`src/rtl/hazard_pkg.sv`:
```
`default_nettype none
// ============================================================================
// hazard_pkg : state and forward-select encodings for the hazard controller
// Rev 1.0
// ============================================================================
package hazard_pkg;

    typedef enum logic [1:0] {
        IDLE       = 2'd0,
        LOAD_STALL = 2'd1,
        MC_WAIT    = 2'd2
    } hz_state_e;

    localparam logic [1:0] FWD_NONE = 2'b00;
    localparam logic [1:0] FWD_WB   = 2'b10;
    localparam logic [1:0] FWD_MEM  = 2'b11;

endpackage
`default_nettype wire

```
`src/rtl/hazard_ctrl_if.sv`:
```
`default_nettype none
// ============================================================================
// hazard_ctrl_if : pipeline-side inputs and stall/flush/forward controls
// Rev 1.0
// ============================================================================
interface hazard_ctrl_if #(
    parameter int ADDR_W = 5,
    parameter int CNT_W  = 32
);
    logic [ADDR_W-1:0] dec_rs1_addr;
    logic [ADDR_W-1:0] dec_rs2_addr;
    logic [ADDR_W-1:0] ex_rs1_addr;
    logic [ADDR_W-1:0] ex_rs2_addr;
    logic [ADDR_W-1:0] ex_rd_addr;
    logic              ex_reg_write_signal;
    logic              ex_mem_read;
    logic [ADDR_W-1:0] mem_reg_write_addr;
    logic              mem_reg_write_signal;
    logic [ADDR_W-1:0] wb_reg_write_addr;
    logic              wb_reg_write_signal;
    logic              pc_select;
    logic              mc_start;
    logic              mc_done;
    logic              stall_count_clr;

    logic [1:0]        forward_alu_a;
    logic [1:0]        forward_alu_b;
    logic              stall_fetch;
    logic              stall_decode;
    logic              stall_execute;
    logic              flush_fetch_decode_pipeline;
    logic              flush_dec_ex_pipeline;
    logic              flush_ex_mem_pipeline;
    logic [CNT_W-1:0]  stall_count;

    modport master (
        output dec_rs1_addr, dec_rs2_addr, ex_rs1_addr, ex_rs2_addr, ex_rd_addr,
               ex_reg_write_signal, ex_mem_read, mem_reg_write_addr,
               mem_reg_write_signal, wb_reg_write_addr, wb_reg_write_signal,
               pc_select, mc_start, mc_done, stall_count_clr,
        input  forward_alu_a, forward_alu_b, stall_fetch, stall_decode,
               stall_execute, flush_fetch_decode_pipeline, flush_dec_ex_pipeline,
               flush_ex_mem_pipeline, stall_count
    );

    modport slave (
        input  dec_rs1_addr, dec_rs2_addr, ex_rs1_addr, ex_rs2_addr, ex_rd_addr,
               ex_reg_write_signal, ex_mem_read, mem_reg_write_addr,
               mem_reg_write_signal, wb_reg_write_addr, wb_reg_write_signal,
               pc_select, mc_start, mc_done, stall_count_clr,
        output forward_alu_a, forward_alu_b, stall_fetch, stall_decode,
               stall_execute, flush_fetch_decode_pipeline, flush_dec_ex_pipeline,
               flush_ex_mem_pipeline, stall_count
    );
endinterface
`default_nettype wire

```
`src/rtl/hazard_fwd_sel.sv`:
```
`default_nettype none
// ============================================================================
// hazard_fwd_sel : per-operand EX forward selector, MEM result beats WB result
// Rev 1.0
// ============================================================================
module hazard_fwd_sel
    import hazard_pkg::*;
#(
    parameter int ADDR_W = 5
) (
    input  wire logic [ADDR_W-1:0] src_addr_i,
    input  wire logic [ADDR_W-1:0] mem_addr_i,
    input  wire logic              mem_we_i,
    input  wire logic [ADDR_W-1:0] wb_addr_i,
    input  wire logic              wb_we_i,
    output logic      [1:0]        fwd_sel_o
);

    always_comb begin
        fwd_sel_o = FWD_NONE;
        if (mem_we_i && (mem_addr_i != '0) && (mem_addr_i == src_addr_i)) begin
            fwd_sel_o = FWD_MEM;
        end else if (wb_we_i && (wb_addr_i != '0) && (wb_addr_i == src_addr_i)) begin
            fwd_sel_o = FWD_WB;
        end
    end

endmodule
`default_nettype wire

```
`src/rtl/hazard_ctrl.sv`:
```
`default_nettype none
// ============================================================================
// hazard_ctrl : forwarding, load-use / multi-cycle stalls, branch flush and
//               saturating stall-cycle counter for the 5-stage core
// Rev 1.0
// ============================================================================
module hazard_ctrl
    import hazard_pkg::*;
#(
    parameter int ADDR_W            = 5,
    parameter int LOAD_STALL_CYCLES = 1,
    parameter int CNT_W             = 32
) (
    input  wire logic    clk,
    input  wire logic    rst_n,
    hazard_ctrl_if.slave hz
);

    localparam logic [1:0] BUB_LOAD =
        2'((LOAD_STALL_CYCLES > 1) ? (LOAD_STALL_CYCLES - 2) : 0);

    hz_state_e        state_q, state_d;
    logic [1:0]       bub_q, bub_d;
    logic [CNT_W-1:0] stall_cnt_q;

    logic [1:0] fwd_a, fwd_b;
    logic       load_use;
    logic       st_f, st_d, st_e, fl_fd, fl_de, fl_em;

    hazard_fwd_sel #(.ADDR_W(ADDR_W)) u_fwd_a (
        .src_addr_i (hz.ex_rs1_addr),
        .mem_addr_i (hz.mem_reg_write_addr),
        .mem_we_i   (hz.mem_reg_write_signal),
        .wb_addr_i  (hz.wb_reg_write_addr),
        .wb_we_i    (hz.wb_reg_write_signal),
        .fwd_sel_o  (fwd_a)
    );

    hazard_fwd_sel #(.ADDR_W(ADDR_W)) u_fwd_b (
        .src_addr_i (hz.ex_rs2_addr),
        .mem_addr_i (hz.mem_reg_write_addr),
        .mem_we_i   (hz.mem_reg_write_signal),
        .wb_addr_i  (hz.wb_reg_write_addr),
        .wb_we_i    (hz.wb_reg_write_signal),
        .fwd_sel_o  (fwd_b)
    );

    assign load_use = hz.ex_mem_read && hz.ex_reg_write_signal && (hz.ex_rd_addr != '0) &&
                      ((hz.ex_rd_addr == hz.dec_rs1_addr) || (hz.ex_rd_addr == hz.dec_rs2_addr));

    // Controls depend on this cycle's inputs (a taken branch must flush in the same cycle)
    always_comb begin
        state_d = state_q;
        bub_d   = bub_q;
        st_f    = 1'b0;
        st_d    = 1'b0;
        st_e    = 1'b0;
        fl_fd   = 1'b0;
        fl_de   = 1'b0;
        fl_em   = 1'b0;
        case (state_q)
            IDLE: begin
                if (hz.pc_select) begin
                    fl_fd = 1'b1;
                    fl_de = 1'b1;
                end else if (hz.mc_start) begin
                    if (!hz.mc_done) begin
                        {st_f, st_d, st_e, fl_em} = 4'hF;
                        state_d = MC_WAIT;
                    end
                end else if (load_use) begin
                    {st_f, st_d, fl_de} = 3'b111;
                    if (LOAD_STALL_CYCLES > 1) begin
                        bub_d   = BUB_LOAD;
                        state_d = LOAD_STALL;
                    end
                end
            end
            LOAD_STALL: begin
                if (hz.pc_select) begin
                    fl_fd   = 1'b1;
                    fl_de   = 1'b1;
                    bub_d   = 2'd0;
                    state_d = IDLE;
                end else begin
                    {st_f, st_d, fl_de} = 3'b111;
                    if (bub_q == 2'd0) begin
                        state_d = IDLE;
                    end else begin
                        bub_d = bub_q - 2'd1;
                    end
                end
            end
            MC_WAIT: begin
                if (!hz.mc_done) begin
                    {st_f, st_d, st_e, fl_em} = 4'hF;
                end else begin
                    state_d = IDLE;
                end
            end
            default: state_d = IDLE;
        endcase
    end

    always_ff @(posedge clk or negedge rst_n) begin
        if (!rst_n) begin
            state_q     <= IDLE;
            bub_q       <= 2'd0;
            stall_cnt_q <= '0;
        end else begin
            state_q <= state_d;
            bub_q   <= bub_d;
            if (hz.stall_count_clr) begin
                stall_cnt_q <= '0;
            end else if (st_f && (stall_cnt_q != '1)) begin
                stall_cnt_q <= stall_cnt_q + 1'b1;
            end
        end
    end

    // Gating with rst_n drops every control the instant reset asserts
    assign hz.forward_alu_a               = rst_n ? fwd_a : FWD_NONE;
    assign hz.forward_alu_b               = rst_n ? fwd_b : FWD_NONE;
    assign hz.stall_fetch                 = rst_n & st_f;
    assign hz.stall_decode                = rst_n & st_d;
    assign hz.stall_execute               = rst_n & st_e;
    assign hz.flush_fetch_decode_pipeline = rst_n & fl_fd;
    assign hz.flush_dec_ex_pipeline       = rst_n & fl_de;
    assign hz.flush_ex_mem_pipeline       = rst_n & fl_em;
    assign hz.stall_count                 = stall_cnt_q;

endmodule
`default_nettype wire

```
`src/flat_wrapper.sv`:
```
// flat-port wrapper written by rule: the top's interface ports become plain ports
module hazard_ctrl_flat import hazard_pkg::*;
#(
    parameter int ADDR_W            = 5,
    parameter int LOAD_STALL_CYCLES = 1,
    parameter int CNT_W             = 32
)
  (clk, rst_n, hz_dec_rs1_addr, hz_dec_rs2_addr, hz_ex_rs1_addr, hz_ex_rs2_addr, hz_ex_rd_addr, hz_ex_reg_write_signal, hz_ex_mem_read, hz_mem_reg_write_addr, hz_mem_reg_write_signal, hz_wb_reg_write_addr, hz_wb_reg_write_signal, hz_pc_select, hz_mc_start, hz_mc_done, hz_stall_count_clr, hz_forward_alu_a, hz_forward_alu_b, hz_stall_fetch, hz_stall_decode, hz_stall_execute, hz_flush_fetch_decode_pipeline, hz_flush_dec_ex_pipeline, hz_flush_ex_mem_pipeline, hz_stall_count);
  hazard_ctrl_if #(.ADDR_W(ADDR_W), .CNT_W(CNT_W)) hz_i ();
  input  wire logic clk;
  input  wire logic rst_n;
  input wire logic [$bits(hz_i.dec_rs1_addr)-1:0] hz_dec_rs1_addr;
  input wire logic [$bits(hz_i.dec_rs2_addr)-1:0] hz_dec_rs2_addr;
  input wire logic [$bits(hz_i.ex_rs1_addr)-1:0] hz_ex_rs1_addr;
  input wire logic [$bits(hz_i.ex_rs2_addr)-1:0] hz_ex_rs2_addr;
  input wire logic [$bits(hz_i.ex_rd_addr)-1:0] hz_ex_rd_addr;
  input wire logic [$bits(hz_i.ex_reg_write_signal)-1:0] hz_ex_reg_write_signal;
  input wire logic [$bits(hz_i.ex_mem_read)-1:0] hz_ex_mem_read;
  input wire logic [$bits(hz_i.mem_reg_write_addr)-1:0] hz_mem_reg_write_addr;
  input wire logic [$bits(hz_i.mem_reg_write_signal)-1:0] hz_mem_reg_write_signal;
  input wire logic [$bits(hz_i.wb_reg_write_addr)-1:0] hz_wb_reg_write_addr;
  input wire logic [$bits(hz_i.wb_reg_write_signal)-1:0] hz_wb_reg_write_signal;
  input wire logic [$bits(hz_i.pc_select)-1:0] hz_pc_select;
  input wire logic [$bits(hz_i.mc_start)-1:0] hz_mc_start;
  input wire logic [$bits(hz_i.mc_done)-1:0] hz_mc_done;
  input wire logic [$bits(hz_i.stall_count_clr)-1:0] hz_stall_count_clr;
  output wire logic [$bits(hz_i.forward_alu_a)-1:0] hz_forward_alu_a;
  output wire logic [$bits(hz_i.forward_alu_b)-1:0] hz_forward_alu_b;
  output wire logic [$bits(hz_i.stall_fetch)-1:0] hz_stall_fetch;
  output wire logic [$bits(hz_i.stall_decode)-1:0] hz_stall_decode;
  output wire logic [$bits(hz_i.stall_execute)-1:0] hz_stall_execute;
  output wire logic [$bits(hz_i.flush_fetch_decode_pipeline)-1:0] hz_flush_fetch_decode_pipeline;
  output wire logic [$bits(hz_i.flush_dec_ex_pipeline)-1:0] hz_flush_dec_ex_pipeline;
  output wire logic [$bits(hz_i.flush_ex_mem_pipeline)-1:0] hz_flush_ex_mem_pipeline;
  output wire logic [$bits(hz_i.stall_count)-1:0] hz_stall_count;
  assign hz_i.dec_rs1_addr = hz_dec_rs1_addr;
  assign hz_i.dec_rs2_addr = hz_dec_rs2_addr;
  assign hz_i.ex_rs1_addr = hz_ex_rs1_addr;
  assign hz_i.ex_rs2_addr = hz_ex_rs2_addr;
  assign hz_i.ex_rd_addr = hz_ex_rd_addr;
  assign hz_i.ex_reg_write_signal = hz_ex_reg_write_signal;
  assign hz_i.ex_mem_read = hz_ex_mem_read;
  assign hz_i.mem_reg_write_addr = hz_mem_reg_write_addr;
  assign hz_i.mem_reg_write_signal = hz_mem_reg_write_signal;
  assign hz_i.wb_reg_write_addr = hz_wb_reg_write_addr;
  assign hz_i.wb_reg_write_signal = hz_wb_reg_write_signal;
  assign hz_i.pc_select = hz_pc_select;
  assign hz_i.mc_start = hz_mc_start;
  assign hz_i.mc_done = hz_mc_done;
  assign hz_i.stall_count_clr = hz_stall_count_clr;
  assign hz_forward_alu_a = hz_i.forward_alu_a;
  assign hz_forward_alu_b = hz_i.forward_alu_b;
  assign hz_stall_fetch = hz_i.stall_fetch;
  assign hz_stall_decode = hz_i.stall_decode;
  assign hz_stall_execute = hz_i.stall_execute;
  assign hz_flush_fetch_decode_pipeline = hz_i.flush_fetch_decode_pipeline;
  assign hz_flush_dec_ex_pipeline = hz_i.flush_dec_ex_pipeline;
  assign hz_flush_ex_mem_pipeline = hz_i.flush_ex_mem_pipeline;
  assign hz_stall_count = hz_i.stall_count;
  hazard_ctrl #(.ADDR_W(ADDR_W), .LOAD_STALL_CYCLES(LOAD_STALL_CYCLES), .CNT_W(CNT_W)) u_core (.clk(clk), .rst_n(rst_n), .hz(hz_i));
endmodule
```
`config.mk`:
```
export PLATFORM = sky130hd
export DESIGN_NAME = hazard_ctrl_flat
export DESIGN_NICKNAME = d
export VERILOG_FILES = /design/src/rtl/hazard_pkg.sv /design/src/rtl/hazard_ctrl_if.sv /design/src/rtl/hazard_fwd_sel.sv /design/src/rtl/hazard_ctrl.sv /design/src/flat_wrapper.sv
export SDC_FILE = /design/constraint.sdc
export NUM_CORES = 1
export LEC_CHECK = 0
export ABC_AREA = 1
export BUFFER_PORTS_ARGS = -buffer_cell sky130_fd_sc_hd__buf_2
export CORE_MARGIN = 8
export CORE_UTILIZATION = 28
export DETAILED_ROUTE_END_ITERATION = 16
export HOLD_SLACK_MARGIN = 0.12
export PLACE_DENSITY = 0.55
export SLEW_MARGIN = 20
export SYNTH_ARGS = -nofsm -noshare
export SYNTH_HDL_FRONTEND = slang
export SYNTH_HIERARCHICAL = 1
export SYNTH_SLANG_ARGS = --single-unit
```
`constraint.sdc`:
```
create_clock -name clk -period 1.6 [get_ports clk]
set_input_delay 0.08 -clock clk [delete_from_list [all_inputs] [get_ports clk]]
set_output_delay 0.08 -clock clk [all_outputs]
set_load 0.005 [all_outputs]
```
==> impl_results.md, run 1 <==
- Clock-pin slew on the worst setup and hold paths: approximately 50 ps
- Routed WL per cell: about 13 um
- Crit path max fanout: 7
- Required @ worst endpoint: 1810 ps
- Most frequent cells in the layout: 219 x nand2_1, 99 x inv_1, 86 x buf_2
- Synth warn: 6
- Status: completed
- Clk_skew: about 4.0 ps
- Synth Area per Inst: between 5 and 6 um2
- Peak supply drop: 0.3030 mV
- Relative slew slack: 0.8167
- Cell area after synthesis: approximately 3200 um2
- DRT met1 WL: approximately 5.2 mm
- Power per cell area: 484.9 nW/um2
- Ant. Diodes: 0
- Sw frac: 0.2700
- First-pass GRT wire length: 18.30 mm
- Internal power: around 1.6 mW
- Final period util: 0.9971
- Clock Latency Late Sink: 280 ps
- Register Area: between 800 and 900 um2
- Hold Path Depth: 4
- Area after DPL: ~4200 um2
- RSZ-0062 raised after global routing: yes
- Fraction of registers with async set or reset after synthesis: 1.000
- Top cells by area, synth: nand2_1 26%, dfrtp_1 26%, inv_1 12%, nor2_1 8.9%, nand3_1 8.1%
- CTS HTree Levels: 2
- Top_reg_cell synth: dfrtp_1
- CTS tree: done
- Area of the multi-input gates: 1987 um2
- Worst Setup Path Type: reg -> reg
- Area grow syn2layout: 42.04%
- Core box area: approximately 11000 um2
- Routed vias: roughly 4000
- Clock Power Share: 0.437
- Cell count after synthesis: between 500 and 600
- First DRT Iteration DRCs: between 150 and 200
- Row count: 39
- EDFF count, synth: 0
- Top-area cell type share of the netlist area: 0.2627
- Num ports: between 80 and 90
- Synth unique cells: 24
- Vias in the first global route: between 3000 and 4000
- Post-route minimum period: 1595 ps
- Tot GR Track Use: 0.1475
- Initial Util: 0.2839
- Clock sinks: 33
- Type of origin of the critical path: flop
- Final setup fails: 0
- Met3 Wirelength: around 720 um
- Vias/cell: 4.565
- Hold_ws: roughly 200 ps
- Fmax: ~630 MHz
- Most common cell after layout, fill and taps aside: nand2_1
- Power Total: between 2 and 2.5 mW
- Initial antenna violation count: 0
- Post-layout util: 0.4033
- Yosys reg bits: 33
- Syn_nets: 626
- Combinational Power Share: 0.182
- WL final: around 12 mm
- Clk root buf: clkbuf_16
- R2R cell count: 10
- Met2 wire len: about 5.4 mm
- Post-DP HPWL: around 9.0 mm
- Sw Pwr: 0.5977 mW
- Reg power frac: 0.380
- Maxcap violations: 0
- Antenna-violating nets left: 0
- Final hold vios: 0
- Top Metal Used: met4
- Largest area contributor in the netlist: nand2_1
- Leakage power: between 2 and 3 nW
- Max-slew violation count: 0
- Critical Path AT: between 1500 and 2000 ps
- Chip Height: between 100 and 150 um
- Seq/Total Area, Yosys: 0.2569
- HP Class: in -> reg
- Port Buffers: between 80 and 90
- Layout cells sized above 1: 0.2656
- Final #Nets: between 700 and 800
- DR DRC count: 0
- Clock Path Buffers: 2
- Largest net degree at the start of global routing: 65
- Worst Max-Slew Pin Slew: 273.9 ps
- Non-Filler Cell Area, Final: between 4000 and 5000 um2
- CP endpoint kind: flop
- Fill cells: around 1300
- Die area: between 15000 and 20000 um2
- Router iterations before antenna repair: 5
- TritonCTS buffer count: 5
- Routability congestion estimate: ~0.91
- DIE WIDTH: 123.1 um
- Global route total overflow: 0
## repair_timing
item | CTS | global route
pin swaps | 0 | 3
gates resized for setup | 3 | 25
hold buffers | 1 | 0
endpoints found under the setup margin | 4 | 34
buffers inserted | 0 | 2
cloned | 0 | 2
endpoints found under the hold margin | 33 | 0
## synthesized netlist by cell type, drive strengths merged, types with 2 or more instances
library cell  instances
nand2               228
inv                 105
nor2                 81
nand3                53
nand4                37
dfrtp                33
buf                  11
xnor2                10
xor2                  7
clkbuf                6
o21ai                 4
a21oi                 2
## layer usage
metal	up-vias	track usage
li1	2054	-
met1	1759	0.1925
met2	127	0.2508
met3	13	0.02237
met4	0	0.03311
met5	-	0
## worst max-delay path, stage by stage (launching register included)
cell and delay, ps:
dfrtp_1 370, ha_2 230, nand2_2 80, nor2_4 110, nand2_2 70, nor2_4 100
nand3_4 130, nand2_8 140, clkbuf_16 160, nand3_1 60, nand2_1 70
## cells by family after synthesis
kind of cell,count (synthesis),share of synthesized area
AOI/OAI and AO/OA,6,0.009343
and+or+nand+nor,401,0.5306
xor gates and xnor gates,17,0.04632
DFF,33,0.2569
adders and majority gates,1,0.003892
buffers and inverters,122,0.1530
## registers in the layout, summed over array words and instances, names as in the netlist
name	count
u_core/state_q	1
u_core/hz.stall_count	32
## power groups by stage
stage | logic, mW | registers (mW) | clock network, mW
floorplan | 0.185 | 0.859 | 0
global placement | 0.365 | 0.857 | 0
detailed placement | 0.374 | 0.857 | 0
CTS | 0.378 | 0.842 | 0.992
global route | 0.452 | 0.842 | 1.03
finish | 0.404 | 0.842 | 0.968
## final cells by class
cell class	count	share of cell area
well taps	143	0.03919
flip-flops and latches	33	0.1811
clock buffers	7	0.03124
multi-input cells	425	0.4352
inverters	105	0.08632
repair buffers	153	0.2269
## through the flow
stage | TNS (ps) | setup WS, ps | instances
finish | 0 | 4.579 | 866
global placement | -283.5 | -154.0 | 854
global route | -2691 | -107.6 | 866
floorplan | 0 | 0.3129 | 580
CTS | 0 | 17.36 | 862
detailed placement | -404.4 | -176.2 | 854
## worst paths after layout
kind                                                  startpoint                                     to  slack (ps)
max                         u_core/hz.stall_count[0]$_DFFE_PN0P_  u_core/hz.stall_count[30]$_DFFE_PN0P_           5
min                                                   hz_mc_done          u_core/state_q[1]$_DFFE_PN0P_         200
max reg2reg                 u_core/hz.stall_count[0]$_DFFE_PN0P_  u_core/hz.stall_count[30]$_DFFE_PN0P_           5
min reg2reg                u_core/hz.stall_count[14]$_DFFE_PN0P_  u_core/hz.stall_count[14]$_DFFE_PN0P_         590
max in group asynchronous                                  rst_n  u_core/hz.stall_count[14]$_DFFE_PN0P_         880
min in group asynchronous                                  rst_n          u_core/state_q[1]$_DFFE_PN0P_         230
Note: power is estimated with default switching activity, not from simulation.
==> inputs of run 2 (changes only) <==
--- a/config.mk
+++ b/config.mk
@@ -5,13 +5,13 @@
 export SDC_FILE = /design/constraint.sdc
 export NUM_CORES = 1
 export LEC_CHECK = 0
-export ABC_AREA = 1
+export ABC_AREA = 0
 export BUFFER_PORTS_ARGS = -buffer_cell sky130_fd_sc_hd__buf_2
 export CORE_MARGIN = 8
 export CORE_UTILIZATION = 28
 export DETAILED_ROUTE_END_ITERATION = 16
 export HOLD_SLACK_MARGIN = 0.12
-export PLACE_DENSITY = 0.55
+export PLACE_DENSITY = 0.57
 export SLEW_MARGIN = 20
 export SYNTH_ARGS = -nofsm -noshare
 export SYNTH_HDL_FRONTEND = slang
==> run 2 against run 1 <==
Net effect:
- the flow now finishes with violations (negative setup slack)
- synthesized area down 27%
- synthesized cell count decreased by 54%
- count of clock-buffer cells in the layout unchanged
- combinational power decreased by 21%
- cell count decreased by 39%
- via count fell by 34%
- die area fell by 24%
- clock power shrank 28%
- register-to-register slack lost 780 ps
- hold slack got worse by 31 ps
- sequential cell count stayed put
- critical endpoint is now u_core/hz.stall_count[2]$_DFFE_PN0P_
- largest cell class unchanged
==> impl_results.md, run 2 <==
- Most common cell after layout, fill and taps aside: buf_2 (was nand2_1)
- Clock sinks: 33 (unchanged)
- Final period util: 1.483 (was 0.9971)
- R2R Path End: u_core/hz.stall_count[2]$_DFFE_PN0P_ (was u_core/hz.stall_count[30]$_DFFE_PN0P_)
- Type of origin of the critical path: flop (unchanged)
- Vias in the first global route: 2694 (was 3785)
- First DRT Iteration DRCs: 97 (was 193)
- Syn_nets: 314 (was 626)
- Violated checks: negative setup slack
- Synth top cells by count: 33 x dfrtp_1, 31 x a21oi_1, 28 x nand2_1 (was 225 x nand2_1, 99 x inv_1, 76 x nor2_1)
- First-pass GRT wire length: 12.81 mm (was 18.30 mm)
- Synth unique cells: 41 (was 24)
- CTS tree: done (unchanged)
- Critical Path AT: 2530 ps (was 1810 ps)
- Largest net degree at the start of global routing: 33 (was 65)
- Fraction of registers with async set or reset after synthesis: 1.000 (unchanged)
- Routed vias: 2612 (was 3953)
- Post-route minimum period: 2373 ps (was 1595 ps)
- Layout cells sized above 1: 0.4496 (was 0.2656)
- Synth Area per Inst: 8.702 um2 (was 5.542 um2)
- Post-layout util: 0.4405 (was 0.4033)
- Most frequent cell after synthesis: dfrtp_1 (was nand2_1)
- Router iterations before antenna repair: 4 (was 5)
- Cells along the critical path: ha_4, nand3_2, or4b_4, or4_4, nand4_1, buf_4, xnor2_1, nor2b_2 (was ha_2, nand2_2, nor2_4, nand2_2, nor2_4, nand3_4, nand2_8, clkbuf_16, nand3_1, nand2_1)
- Clock Path Buffers: 2 (unchanged)
- DIE WIDTH: 107.3 um (was 123.1 um)
- Top-area cell type share of the netlist area: 0.3541 (was 0.2627)
- Yosys reg bits: 33 (unchanged)
- Clock Latency Late Sink: 280 ps (about the same)
- Post-DP HPWL: 6.003 mm (was 8.961 mm)
- TritonCTS buffer count: 5 (unchanged)
- Die area: 11510 um2 (was 15160 um2)
- DR DRC count: 0 (unchanged)
- Largest area contributor in the netlist: dfrtp_1 (was nand2_1)
- Max-slew violation count: 0 (unchanged)
- Initial Util: 0.2867 (was 0.2839)
- Clk root buf: clkbuf_8 (was clkbuf_16)
- HP Class: in -> async (was in -> reg)
- Top cells by area, synth: dfrtp_1 35%, xnor2_1 7.9%, a21oi_1 6.7%, or3_1 4.6%, nand2_1 4.5% (was nand2_1 26%, dfrtp_1 26%, inv_1 12%, nor2_1 8.9%, nand3_1 8.1%)
- Max reg flops: 32 (unchanged)
- CP endpoint kind: flop (unchanged)
- Vias/cell: 4.910 (was 4.565)
- R2R cell count: 8 (was 10)
- Maxcap violations: 0 (unchanged)
- Worst Setup Path Type: reg -> reg (unchanged)
- Final setup fails: 35 (was 0)
- Setup TNS: -24930 ps (was 0 ps)
- Area grow syn2layout: 53.65% (was 42.04%)
- Critical R2R Launch: u_core/hz.stall_count[0]$_DFFE_PN0P_ (unchanged)
- Relative slew slack: 0.6863 (was 0.8167)
- EDFF count, synth: 0 (unchanged)
- Hold_ws: 167.2 ps (was 198.1 ps)
- Top_reg_cell synth: dfrtp_1 (unchanged)
- Synth warn: 6 (unchanged)
- Global route total overflow: 0 (unchanged)
- Worst Max-Slew Pin Slew: 466.2 ps (was 273.9 ps)
- Final worst-path setup slack: -773.1 ps (was 4.579 ps)
- Core box area: 8134 um2 (was 11320 um2)
- Seq/Total Area, Yosys: 0.3541 (was 0.2569)
- Leakage power: 1.639 nW (was 2.767 nW)
- Initial antenna violation count: 0 (unchanged)
- CP peak stage delay: 560 ps (was 370 ps)
- Port Buffers: 86 (unchanged)
- Tot GR Track Use: 0.1360 (was 0.1475)
- Most frequent cells in the layout: 86 x buf_2, 71 x buf_4, 33 x dfrtp_1 (was 219 x nand2_1, 99 x inv_1, 86 x buf_2)
- FF-to-FF setup slack: -770 ps (was 5 ps)
- Fmax: 421.4 MHz (was 626.8 MHz)
- Routed WL per cell: 14.74 um (was 13.29 um)
- Clock-pin slew on the worst setup and hold paths: 70 ps (was 50 ps)
- Row count: 33 (was 39)
- Final hold vios: 0 (unchanged)
- RSZ-0062 raised after global routing: yes (unchanged)
- Routability congestion estimate: 0.7942 (was 0.9112)
- Status: complete, but fails checks (was completed)
- Final #Nets: 472 (was 769)
- Pre-CTS WS: -845.5 ps (was -176.2 ps)
- Clk_skew: 4.616 ps (was 4.006 ps)
- CTS HTree Levels: 2 (unchanged)
- WL final: 7.841 mm (was 11.51 mm)
- Chip Height: 107.3 um (was 123.1 um)
- Power Total: 1.858 mW (was 2.214 mW)
- Num ports: 87 (unchanged)
- Required @ worst endpoint: 1760 ps (was 1810 ps)
- Power per cell area: 518.4 nW/um2 (was 484.9 nW/um2)
- Ant. Diodes: 0 (unchanged)
- Cell area after synthesis: 2332 um2 (was 3214 um2)
- Peak supply drop: 0.3071 mV (was 0.3030 mV)
- Crit path max fanout: 4 (was 7)
- Antenna-violating nets left: 0 (unchanged)
- Cell count after synthesis: 268 (was 580)
- Slowest CP cell: or4_4 (was dfrtp_1)
[run 2: changes by cell type in the layout (fill, tap and decap cells not counted), sizes merged, moves of 12 or more]
cell	before	now
a21oi	2	31
nand3	53	14
nor2	81	8
inv	105	3
or4	0	12
or3	0	17
o21ai	4	17
nand2	228	28
nand4	37	8
[run 2: worst max-delay path: cells and delay by family (launching register included)]
| kind | cells | cell delay (ps) |
|---|---|---|
| buf+inv | 1 | 150 |
| flops | 1 | 400 |
| simple gates | 5 | 1490 |
| fa+ha+maj | 1 | 160 |
| xor+xnor | 1 | 50 |
[run 2: per-layer routing]
| layer | vias to the layer above | track usage | routed length [um] | part of all wire |
|---|---|---|---|---|
| met2 | 68 | 0.2405 | 3797 | 0.48 |
| met5 | - | 0 | 0 | 0 |
| met1 | 1219 | 0.1632 | 3489 | 0.44 |
| met4 | 0 | 0.03920 | 91 | 0.012 |
| met3 | 7 | 0.02455 | 463 | 0.059 |
| li1 | 1318 | - | - | - |
[run 2: how the worst max path moves through the flow]
stage / end / from / cells after the start / slack [ps]
after global placement: u_core/hz.stall_count[20]$_DFFE_PN0P_ / u_core/state_q[1]$_DFFE_PN0P_ / 8 / -770
final: u_core/hz.stall_count[2]$_DFFE_PN0P_ / u_core/hz.stall_count[0]$_DFFE_PN0P_ / 8 / -770
after global routing: u_core/hz.stall_count[11]$_DFFE_PN0P_ / u_core/state_q[1]$_DFFE_PN0P_ / 8 / -860
after floorplan: u_core/hz.stall_count[1]$_DFFE_PN0P_ / u_core/hz.stall_count[0]$_DFFE_PN0P_ / 10 / -990
after detailed placement: u_core/hz.stall_count[15]$_DFFE_PN0P_ / u_core/hz.stall_count[0]$_DFFE_PN0P_ / 8 / -850
after CTS: u_core/hz.stall_count[26]$_DFFE_PN0P_ / u_core/hz.stall_count[0]$_DFFE_PN0P_ / 7 / -770
[run 2: final cells by class]
cell class | count | area (um2)
flip-flops and latches | 33 | 825.8
fillers | 808 | 4551
clock inverters | 1 | 5.005
inverters | 3 | 11.26
well taps | 105 | 131.4
repair buffers | 163 | 1037
multi-input cells | 220 | 1476
clock buffers | 7 | 96.34
[run 2: cells by family (layout without fill, tap and decap cells)]
logic type,count (synthesis),in the layout,synth area share
buffers and inverters,15,174,0.04774
xor gates and xnor gates,28,28,0.1052
adders and majority gates,1,1,0.005364
DFF,33,33,0.3541
and+or+nand+nor,119,119,0.2908
muxes,2,2,0.01073
AOI/OAI and AO/OA,70,70,0.1862
[run 2: what timing repair did]
item | in CTS | in global routing
endpoints found under the hold margin | 34 | 0
hold buffers | 2 | 0
setup endpoints to repair | 34 | 38
buffers inserted | 8 | 4
gates resized for setup | 9 | 11
pin swaps | 9 | 4
[run 2: where the power goes]
part           leakage [nW]  switching, mW  internal [mW]
registers             0.460        0.00300          0.837
logic                  1.12          0.167          0.153
clock network        0.0542          0.309          0.389
total                  1.64          0.479           1.38
[run 2: per-stage QoR]
step                      cell area, um2  std cells
after floorplan                     2336        268
final                               3583        532
after global routing                3583        532
after global placement              3283        510
after CTS                           3507        528
after detailed placement            3283        510
